==> config.mk <==
export PLATFORM = sky130hd
export DESIGN_NAME = timer_run_ctrl_flat
export DESIGN_NICKNAME = d
export VERILOG_FILES = /design/src/rtl/timer_run_ctrl_if.sv /design/src/rtl/timer_run_ctrl.sv /design/src/flat_wrapper.sv
export SDC_FILE = /design/constraint.sdc
export NUM_CORES = 1
export LEC_CHECK = 0
export CAP_MARGIN = 40
export CORE_MARGIN = 1.5
export CORE_UTILIZATION = 35
export DETAILED_ROUTE_END_ITERATION = 16
export REMOVE_ABC_BUFFERS = 1
export SYNTH_ARGS = -nofsm -noshare
export SYNTH_HDL_FRONTEND = slang
export SYNTH_SLANG_ARGS = --single-unit
==> constraint.sdc <==
create_clock -name clk -period 2.7 [get_ports clk]
set_input_delay 0.54 -clock clk [delete_from_list [all_inputs] [get_ports clk]]
set_output_delay 0.54 -clock clk [all_outputs]
set_load 0.03 [all_outputs]
==> src/rtl/timer_run_ctrl_if.sv <==
// timer_run_ctrl_if: key/timer control bundle between the debounced keys,
// the timer datapath and timer_run_ctrl.
//   master : drives the key levels, tick and terminal decode (board/bench side)
//   slave  : the run controller, drives load/enable/direction/done/alarm/state
interface timer_run_ctrl_if;
    logic       start_stop_i;
    logic       clear_i;
    logic       dir_up_i;
    logic       tick_i;
    logic       term_i;
    logic       timer_load_o;
    logic       timer_en_o;
    logic       timer_up_o;
    logic       done_o;
    logic       alarm_o;
    logic [2:0] state_o;

    modport master (
        output start_stop_i, clear_i, dir_up_i, tick_i, term_i,
        input  timer_load_o, timer_en_o, timer_up_o, done_o, alarm_o, state_o
    );

    modport slave (
        input  start_stop_i, clear_i, dir_up_i, tick_i, term_i,
        output timer_load_o, timer_en_o, timer_up_o, done_o, alarm_o, state_o
    );
endinterface

==> src/rtl/timer_run_ctrl.sv <==
// timer_run_ctrl: run/pause/alarm sequencer for the BCD up/down timer.
// Turns debounced start/stop and clear keys into timer load, enable and
// direction, detects terminal count and blinks an alarm after expiry.
// Ports:
//   clk  - system clock
//   rst  - synchronous active-high reset
//   bus  - timer_run_ctrl_if.slave: key levels, dir switch, tick, term in;
//          timer_load_o/timer_en_o/timer_up_o/done_o/alarm_o/state_o out
module timer_run_ctrl #(
    parameter int BLINK_TICKS   = 4,  // ticks between alarm toggles (>=1)
    parameter int ALARM_TOGGLES = 8   // toggles before alarm held low (even, >=2)
) (
    input  logic                 clk,
    input  logic                 rst,
    timer_run_ctrl_if.slave      bus
);
    localparam int BW = $clog2(BLINK_TICKS + 1);
    localparam int TW = $clog2(ALARM_TOGGLES + 1);

    typedef enum logic [2:0] {
        IDLE  = 3'd0,
        LOAD  = 3'd1,
        RUN   = 3'd2,
        PAUSE = 3'd3,
        DONE  = 3'd4,
        CLR   = 3'd5
    } state_t;

    state_t        state;
    logic          start_q, clear_q;
    logic          up_q, alarm_q;
    logic [BW-1:0] blink_cnt;
    logic [TW-1:0] tog_cnt;

    // Key history resets to "pressed" so a key held through reset only
    // counts once it has been released and pressed again.
    logic start_p, clear_p;
    assign start_p = bus.start_stop_i & ~start_q;
    assign clear_p = bus.clear_i & ~clear_q;

    always_ff @(posedge clk) begin
        if (rst) begin
            state     <= IDLE;
            start_q   <= 1'b1;
            clear_q   <= 1'b1;
            up_q      <= 1'b0;
            alarm_q   <= 1'b0;
            blink_cnt <= '0;
            tog_cnt   <= '0;
        end else begin
            start_q <= bus.start_stop_i;
            clear_q <= bus.clear_i;
            case (state)
                IDLE: begin
                    if (clear_p)
                        state <= CLR;
                    else if (start_p) begin
                        state <= LOAD;
                        // Latched as LOAD is entered so the direction is
                        // already valid alongside the load pulse.
                        up_q  <= bus.dir_up_i;
                    end
                end
                LOAD: state <= RUN;
                RUN: begin
                    if (clear_p)
                        state <= CLR;
                    else if (start_p)
                        state <= PAUSE;
                    else if (bus.term_i) begin
                        state     <= DONE;
                        alarm_q   <= 1'b0;
                        blink_cnt <= '0;
                        tog_cnt   <= '0;
                    end
                end
                PAUSE: begin
                    if (clear_p)
                        state <= CLR;
                    else if (start_p)
                        state <= RUN;
                end
                DONE: begin
                    if (clear_p || start_p) begin
                        // Either key acknowledges the alarm.
                        state     <= CLR;
                        alarm_q   <= 1'b0;
                        blink_cnt <= '0;
                        tog_cnt   <= '0;
                    end else if (tog_cnt == TW'(ALARM_TOGGLES)) begin
                        alarm_q <= 1'b0;  // blink sequence finished, counters frozen
                    end else if (bus.tick_i) begin
                        if (blink_cnt == BW'(BLINK_TICKS - 1)) begin
                            blink_cnt <= '0;
                            alarm_q   <= ~alarm_q;
                            tog_cnt   <= tog_cnt + TW'(1);
                        end else begin
                            blink_cnt <= blink_cnt + BW'(1);
                        end
                    end
                end
                CLR: begin
                    state     <= IDLE;
                    alarm_q   <= 1'b0;
                    blink_cnt <= '0;
                    tog_cnt   <= '0;
                end
                default: state <= IDLE;  // unused codes 6/7
            endcase
        end
    end

    assign bus.timer_load_o = (state == LOAD) || (state == CLR);
    assign bus.timer_en_o   = (state == RUN);
    assign bus.done_o       = (state == DONE);
    assign bus.timer_up_o   = up_q;
    assign bus.alarm_o      = alarm_q;
    assign bus.state_o      = state;
endmodule

==> src/flat_wrapper.sv <==
// flat-port wrapper written by rule: the top's interface ports become plain ports
module timer_run_ctrl_flat 
#(
    parameter int BLINK_TICKS   = 4,                                      
    parameter int ALARM_TOGGLES = 8                                               
)
  (clk, rst, bus_start_stop_i, bus_clear_i, bus_dir_up_i, bus_tick_i, bus_term_i, bus_timer_load_o, bus_timer_en_o, bus_timer_up_o, bus_done_o, bus_alarm_o, bus_state_o);
  timer_run_ctrl_if bus_i ();
  input  logic clk;
  input  logic rst;
  input wire logic [$bits(bus_i.start_stop_i)-1:0] bus_start_stop_i;
  input wire logic [$bits(bus_i.clear_i)-1:0] bus_clear_i;
  input wire logic [$bits(bus_i.dir_up_i)-1:0] bus_dir_up_i;
  input wire logic [$bits(bus_i.tick_i)-1:0] bus_tick_i;
  input wire logic [$bits(bus_i.term_i)-1:0] bus_term_i;
  output wire logic [$bits(bus_i.timer_load_o)-1:0] bus_timer_load_o;
  output wire logic [$bits(bus_i.timer_en_o)-1:0] bus_timer_en_o;
  output wire logic [$bits(bus_i.timer_up_o)-1:0] bus_timer_up_o;
  output wire logic [$bits(bus_i.done_o)-1:0] bus_done_o;
  output wire logic [$bits(bus_i.alarm_o)-1:0] bus_alarm_o;
  output wire logic [$bits(bus_i.state_o)-1:0] bus_state_o;
  assign bus_i.start_stop_i = bus_start_stop_i;
  assign bus_i.clear_i = bus_clear_i;
  assign bus_i.dir_up_i = bus_dir_up_i;
  assign bus_i.tick_i = bus_tick_i;
  assign bus_i.term_i = bus_term_i;
  assign bus_timer_load_o = bus_i.timer_load_o;
  assign bus_timer_en_o = bus_i.timer_en_o;
  assign bus_timer_up_o = bus_i.timer_up_o;
  assign bus_done_o = bus_i.done_o;
  assign bus_alarm_o = bus_i.alarm_o;
  assign bus_state_o = bus_i.state_o;
  timer_run_ctrl #(.BLINK_TICKS(BLINK_TICKS), .ALARM_TOGGLES(ALARM_TOGGLES)) u_core (.clk(clk), .rst(rst), .bus(bus_i));
endmodule
==> impl_results.html <==
<table>
<tr><th>Metric</th><th>Value</th></tr>
<tr><th colspan="2">Run status</th></tr>
<tr><td>Run status</td><td>finished clean</td></tr>
<tr><th colspan="2">CTS</th></tr>
<tr><td>Root Driver</td><td>sky130_fd_sc_hd__clkbuf_4</td></tr>
<tr><td>Clk buf depth</td><td>2</td></tr>
<tr><td>CTS tree</td><td>built</td></tr>
<tr><td>Number of setup buffers added after CTS</td><td>0</td></tr>
<tr><td>Clock Sinks</td><td>14</td></tr>
<tr><td>Insertion delay of the later-clocked pin in the worst-skew pair</td><td>0.28 ns</td></tr>
<tr><td>Number of buffers created by CTS</td><td>3</td></tr>
<tr><td>Count of cells resized by post-cts repair</td><td>0</td></tr>
<tr><td>Clock slew at reported path FFs</td><td>0.09 ns</td></tr>
<tr><td>Hold buffer count at CTS</td><td>0</td></tr>
<tr><td>H-tree level count</td><td>1</td></tr>
<tr><th colspan="2">Power</th></tr>
<tr><td>Portion of total power attributed to combinational logic</td><td>0.198</td></tr>
<tr><td>Internal power consumption</td><td>0.000335 W</td></tr>
<tr><td>Relative contribution of the clock network to total power</td><td>0.335</td></tr>
<tr><td>Net Switching</td><td>0.000131 W</td></tr>
<tr><td>Leakage</td><td>0.382 nW</td></tr>
<tr><td>Net Sw Frac</td><td>0.280</td></tr>
<tr><td>Part of the total power dissipated in sequential elements</td><td>0.467</td></tr>
<tr><td>Maximum vdd drop</td><td>0.265 mV</td></tr>
<tr><td>Power density over the cells</td><td>447 nW/um^2</td></tr>
<tr><td>Total Power Consumption</td><td>0.000466 W</td></tr>
<tr><th colspan="2">Global route</th></tr>
<tr><td>Wire length of the first global-routing pass</td><td>3060 um</td></tr>
<tr><td>Number of antenna violations at the first check in global routing</td><td>0</td></tr>
<tr><td>GRT overflow</td><td>0</td></tr>
<tr><td>Total routing usage reported by global routing</td><td>0.151</td></tr>
<tr><td>Pin count of the biggest net entering global routing</td><td>15</td></tr>
<tr><td>Number of global-route vias before repair</td><td>697</td></tr>
<tr><th colspan="2">Logic synthesis</th></tr>
<tr><td>Portion of synthesized cell area occupied by the leading cell type</td><td>0.331</td></tr>
<tr><td>Total number of yosys warnings</td><td>0</td></tr>
<tr><td>Post-synth design cell area</td><td>846 sq um</td></tr>
<tr><td>Count of unique library cells instantiated by Yosys</td><td>40</td></tr>
<tr><td>Post-Syn Area per Cell</td><td>8.72 sq um</td></tr>
<tr><td>Most common cell in the netlist</td><td>sky130_fd_sc_hd__dfxtp_1</td></tr>
<tr><td>Cell type with the highest aggregate area in the netlist</td><td>sky130_fd_sc_hd__dfxtp_1</td></tr>
<tr><td>Most frequent cells after synthesis</td><td>14 x sky130_fd_sc_hd__dfxtp_1, 10 x sky130_fd_sc_hd__nor2_1, 6 x sky130_fd_sc_hd__a21oi_1</td></tr>
<tr><td>Cell count after synthesis</td><td>97</td></tr>
<tr><td>Number of synthesized flops with an enable pin</td><td>0</td></tr>
<tr><td>Synth area leaders</td><td>sky130_fd_sc_hd__dfxtp_1 33%, sky130_fd_sc_hd__a211oi_2 4.4%, sky130_fd_sc_hd__ha_1 4.4%</td></tr>
<tr><td>Synth Flop Type</td><td>sky130_fd_sc_hd__dfxtp_1</td></tr>
<tr><td>Async S/R FF share, synth</td><td>0</td></tr>
<tr><td>Sequential element share of the synthesized area</td><td>0.331</td></tr>
<tr><td>Number of synthesized register bits</td><td>14</td></tr>
<tr><th colspan="2">Place</th></tr>
<tr><td>Routability congestion estimate from global placement</td><td>0.821</td></tr>
<tr><td>Cell area after placement</td><td>1000 sq um</td></tr>
<tr><td>Count of buffers from port buffering</td><td>14</td></tr>
<tr><td>Estimated wirelength of the detail-placed design</td><td>1230 um</td></tr>
<tr><th colspan="2">STA</th></tr>
<tr><td>Final hold violations</td><td>0</td></tr>
<tr><td>Final setup vio count</td><td>0</td></tr>
<tr><td>Setup repair after global routing missed its margin</td><td>false</td></tr>
<tr><td>Max transition margin</td><td>0.579</td></tr>
<tr><td>Worst setup skew after layout</td><td>0.00140 ns</td></tr>
<tr><td>Fraction of the cycle the final worst path needs</td><td>0.873</td></tr>
<tr><td>Setup_tns</td><td>0 ns</td></tr>
<tr><td>Max-slew violation total from the final report</td><td>0</td></tr>
<tr><td>Worst Hold Margin</td><td>0.497 ns</td></tr>
<tr><td>Highest clock rate</td><td>424 MHz</td></tr>
<tr><td>Least-Margin Pin Slew</td><td>0.616 ns</td></tr>
<tr><td>Post-layout minimum cycle time</td><td>2.36 ns</td></tr>
<tr><th colspan="2">Run</th></tr>
<tr><td>Maximum Capacitance Violations</td><td>0</td></tr>
<tr><th colspan="2">Hold path</th></tr>
<tr><td>Min-Delay Startpoint</td><td>u_core.bus.alarm_o$_SDFFE_PP0P_</td></tr>
<tr><td>Endpoint with the worst hold slack</td><td>u_core.bus.alarm_o$_SDFFE_PP0P_</td></tr>
<tr><td>Hold Path Cell Cnt</td><td>1</td></tr>
<tr><td>Hold crit path type</td><td>reg2reg</td></tr>
<tr><th colspan="2">Critical path</th></tr>
<tr><td>Setup crit start kind</td><td>register</td></tr>
<tr><td>Data arrival, critical path</td><td>1.82 ns</td></tr>
<tr><td>Worst r2r dst</td><td>u_core.blink_cnt[0]$_SDFFE_PP0P_</td></tr>
<tr><td>Element type at the critical path end</td><td>output pin</td></tr>
<tr><td>Number of buffers and inverters on the critical path</td><td>1</td></tr>
<tr><td>Start of the worst register-to-register path</td><td>u_core.tog_cnt[0]$_SDFFE_PP0P_</td></tr>
<tr><td>Required arrival time at the worst endpoint</td><td>2.16 ns</td></tr>
<tr><td>Family of cells with the greatest summed delay on the critical path</td><td>buffers and inverters</td></tr>
<tr><td>Max Fanout on Critical Path</td><td>8</td></tr>
<tr><td>Delay contributed by the slowest stage of the critical path</td><td>0.58 ns</td></tr>
<tr><td>Master of the slowest instance on the critical path</td><td>sky130_fd_sc_hd__clkdlybuf4s50_1</td></tr>
<tr><td>Cells traversed along the worst timing path</td><td>and2b_2, nor2b_1, clkdlybuf4s50_1</td></tr>
<tr><td>FF-to-FF setup slack</td><td>0.70 ns</td></tr>
<tr><td>Length in cells of the worst reg-to-reg path</td><td>7</td></tr>
<tr><td>Crit path kind</td><td>reg2out</td></tr>
<tr><th colspan="2">Route</th></tr>
<tr><td>First-pass iteration count of the detailed router</td><td>4</td></tr>
<tr><td>Drt first-iter violations</td><td>23</td></tr>
<tr><td>Post-detailed-route count of antenna-violating nets</td><td>0</td></tr>
<tr><td>Post-detailed-route via-to-cell ratio</td><td>5.47</td></tr>
<tr><td>Routed wirelength normalized by instance count</td><td>12.2 um</td></tr>
<tr><td>Routed wire length</td><td>1710 um</td></tr>
<tr><td>DRC Markers</td><td>0</td></tr>
<tr><td>DR vias</td><td>766</td></tr>
<tr><th colspan="2">Floorplan</th></tr>
<tr><td>Die boundary width</td><td>52.2 um</td></tr>
<tr><td>I/O pin count</td><td>15</td></tr>
<tr><td>Core outline area</td><td>2250 sq um</td></tr>
<tr><td>Number of rows created at floorplan</td><td>17</td></tr>
<tr><td>Initial core utilization</td><td>0.375</td></tr>
<tr><td>Die Outline Area</td><td>2720 sq um</td></tr>
<tr><td>Chip Height</td><td>52.2 um</td></tr>
<tr><th colspan="2">Final layout</th></tr>
<tr><td>Ant. Diodes</td><td>0</td></tr>
<tr><td>Multi-input gate area in the final layout</td><td>515 sq um</td></tr>
<tr><td>Core occupancy in the finished layout</td><td>0.462</td></tr>
<tr><td>Final design instance area without fill</td><td>1040 sq um</td></tr>
<tr><td>Share of layout cells above drive strength 1</td><td>0.179</td></tr>
<tr><td>Area Overhead vs Synth</td><td>23.1%</td></tr>
<tr><td>Final-stage net count</td><td>123</td></tr>
<tr><td>Number of fill cells</td><td>228</td></tr>
<tr><td>Total area of sequential cells</td><td>280 sq um</td></tr>
</table>
==> flip-flops by register name, indices dropped and copies added (netlist names) <==
name,flops
u_core.clear_q,1
u_core.bus.state_o,3
u_core.bus.alarm_o,1
u_core.start_q,1
u_core.blink_cnt,3
u_core.tog_cnt,4
u_core.bus.timer_up_o,1
==> power groups by stage <==
| stage | clock network (W) | registers [W] | logic [W] |
|---|---|---|---|
| after floorplan | 0 | 0.000229 | 0.0000473 |
| after global placement | 0 | 0.000222 | 0.0000913 |
| after detailed placement | 0 | 0.000222 | 0.0000912 |
| after CTS | 0.000159 | 0.000217 | 0.0000916 |
| after global routing | 0.000172 | 0.000218 | 0.000101 |
| final | 0.000156 | 0.000217 | 0.0000923 |
==> worst register-to-register path: stages, from the launching register on <==
cell and delay (ns):
sky130_fd_sc_hd__dfxtp_1 0.35, sky130_fd_sc_hd__inv_1 0.09, sky130_fd_sc_hd__ha_1 0.14, sky130_fd_sc_hd__nand3b_1 0.14, sky130_fd_sc_hd__a2111oi_0 0.62, sky130_fd_sc_hd__o22ai_1 0.28, sky130_fd_sc_hd__mux2i_1 0.20, sky130_fd_sc_hd__nor2_1 0.06
==> cells by family (layout without fill, tap and decap cells) <==
kind of cell             Yosys count  after routing  synth area share
AO/OA/AOI/OAI                     27             27             0.247
flip-flops                        14             14             0.331
multiplexers                       2              2            0.0237
adder cells (fa/ha/maj)            3              3            0.0444
AND/OR/NAND/NOR                   42             42             0.294
buffers and inverters              9             24            0.0592
==> layer usage <==
metal / global-route usage / wire, um / vias up
met5: 0 / 0 / -
met4: 0.0855 / 16 / 0
met3: 0.0287 / 74 / 2
met2: 0.211 / 724 / 24
met1: 0.215 / 896 / 355
li1: - / - / 385
==> stage by stage <==
| step | setup WS (ns) | instances |
|---|---|---|
| global placement | 0.379 | 136 |
| detailed placement | 0.384 | 136 |
| global route | 0.221 | 140 |
| finish | 0.344 | 140 |
| floorplan | 0.842 | 91 |
| CTS | 0.331 | 140 |
==> cells in the final DEF, fill, tap and decap left out, types with 3 or more instances in the layout <==
master / count
sky130_fd_sc_hd__ha_1: 3
sky130_fd_sc_hd__buf_4: 3
sky130_fd_sc_hd__nand3b_1: 3
sky130_fd_sc_hd__nand2_1: 4
sky130_fd_sc_hd__clkbuf_4: 3
sky130_fd_sc_hd__inv_1: 3
sky130_fd_sc_hd__dfxtp_1: 14
sky130_fd_sc_hd__a211oi_2: 3
sky130_fd_sc_hd__clkdlybuf4s50_1: 14
sky130_fd_sc_hd__o21ai_0: 3
sky130_fd_sc_hd__nor2_1: 10
sky130_fd_sc_hd__nor3_1: 4
sky130_fd_sc_hd__nor2b_1: 4
sky130_fd_sc_hd__nand3_1: 3
sky130_fd_sc_hd__a21oi_1: 6
==> layout make-up <==
type / count / area share
clock buffer: 4 / 0.0349
timing repair buffer: 17 / 0.156
inverter: 3 / 0.0108
multi-input combinational: 74 / 0.495
tap: 28 / 0.0337
sequential: 14 / 0.269
==> worst max path at each step <==
stage | startpoint | to | slack (ns) | cells after the start
after floorplan | u_core.bus.state_o[1]$_SDFFE_PP0P_ | bus_timer_en_o | 0.84 | 2
after global placement | bus_start_stop_i | u_core.bus.timer_up_o$_SDFFE_PP0P_ | 0.38 | 6
after detailed placement | bus_clear_i | u_core.blink_cnt[0]$_SDFFE_PP0P_ | 0.38 | 6
after CTS | u_core.bus.state_o[1]$_SDFFE_PP0P_ | bus_timer_en_o | 0.33 | 3
after global routing | u_core.bus.state_o[1]$_SDFFE_PP0P_ | bus_timer_en_o | 0.22 | 3
final | u_core.bus.state_o[2]$_SDFFE_PP0P_ | bus_timer_en_o | 0.34 | 3
(Power assumes the default switching activity.)
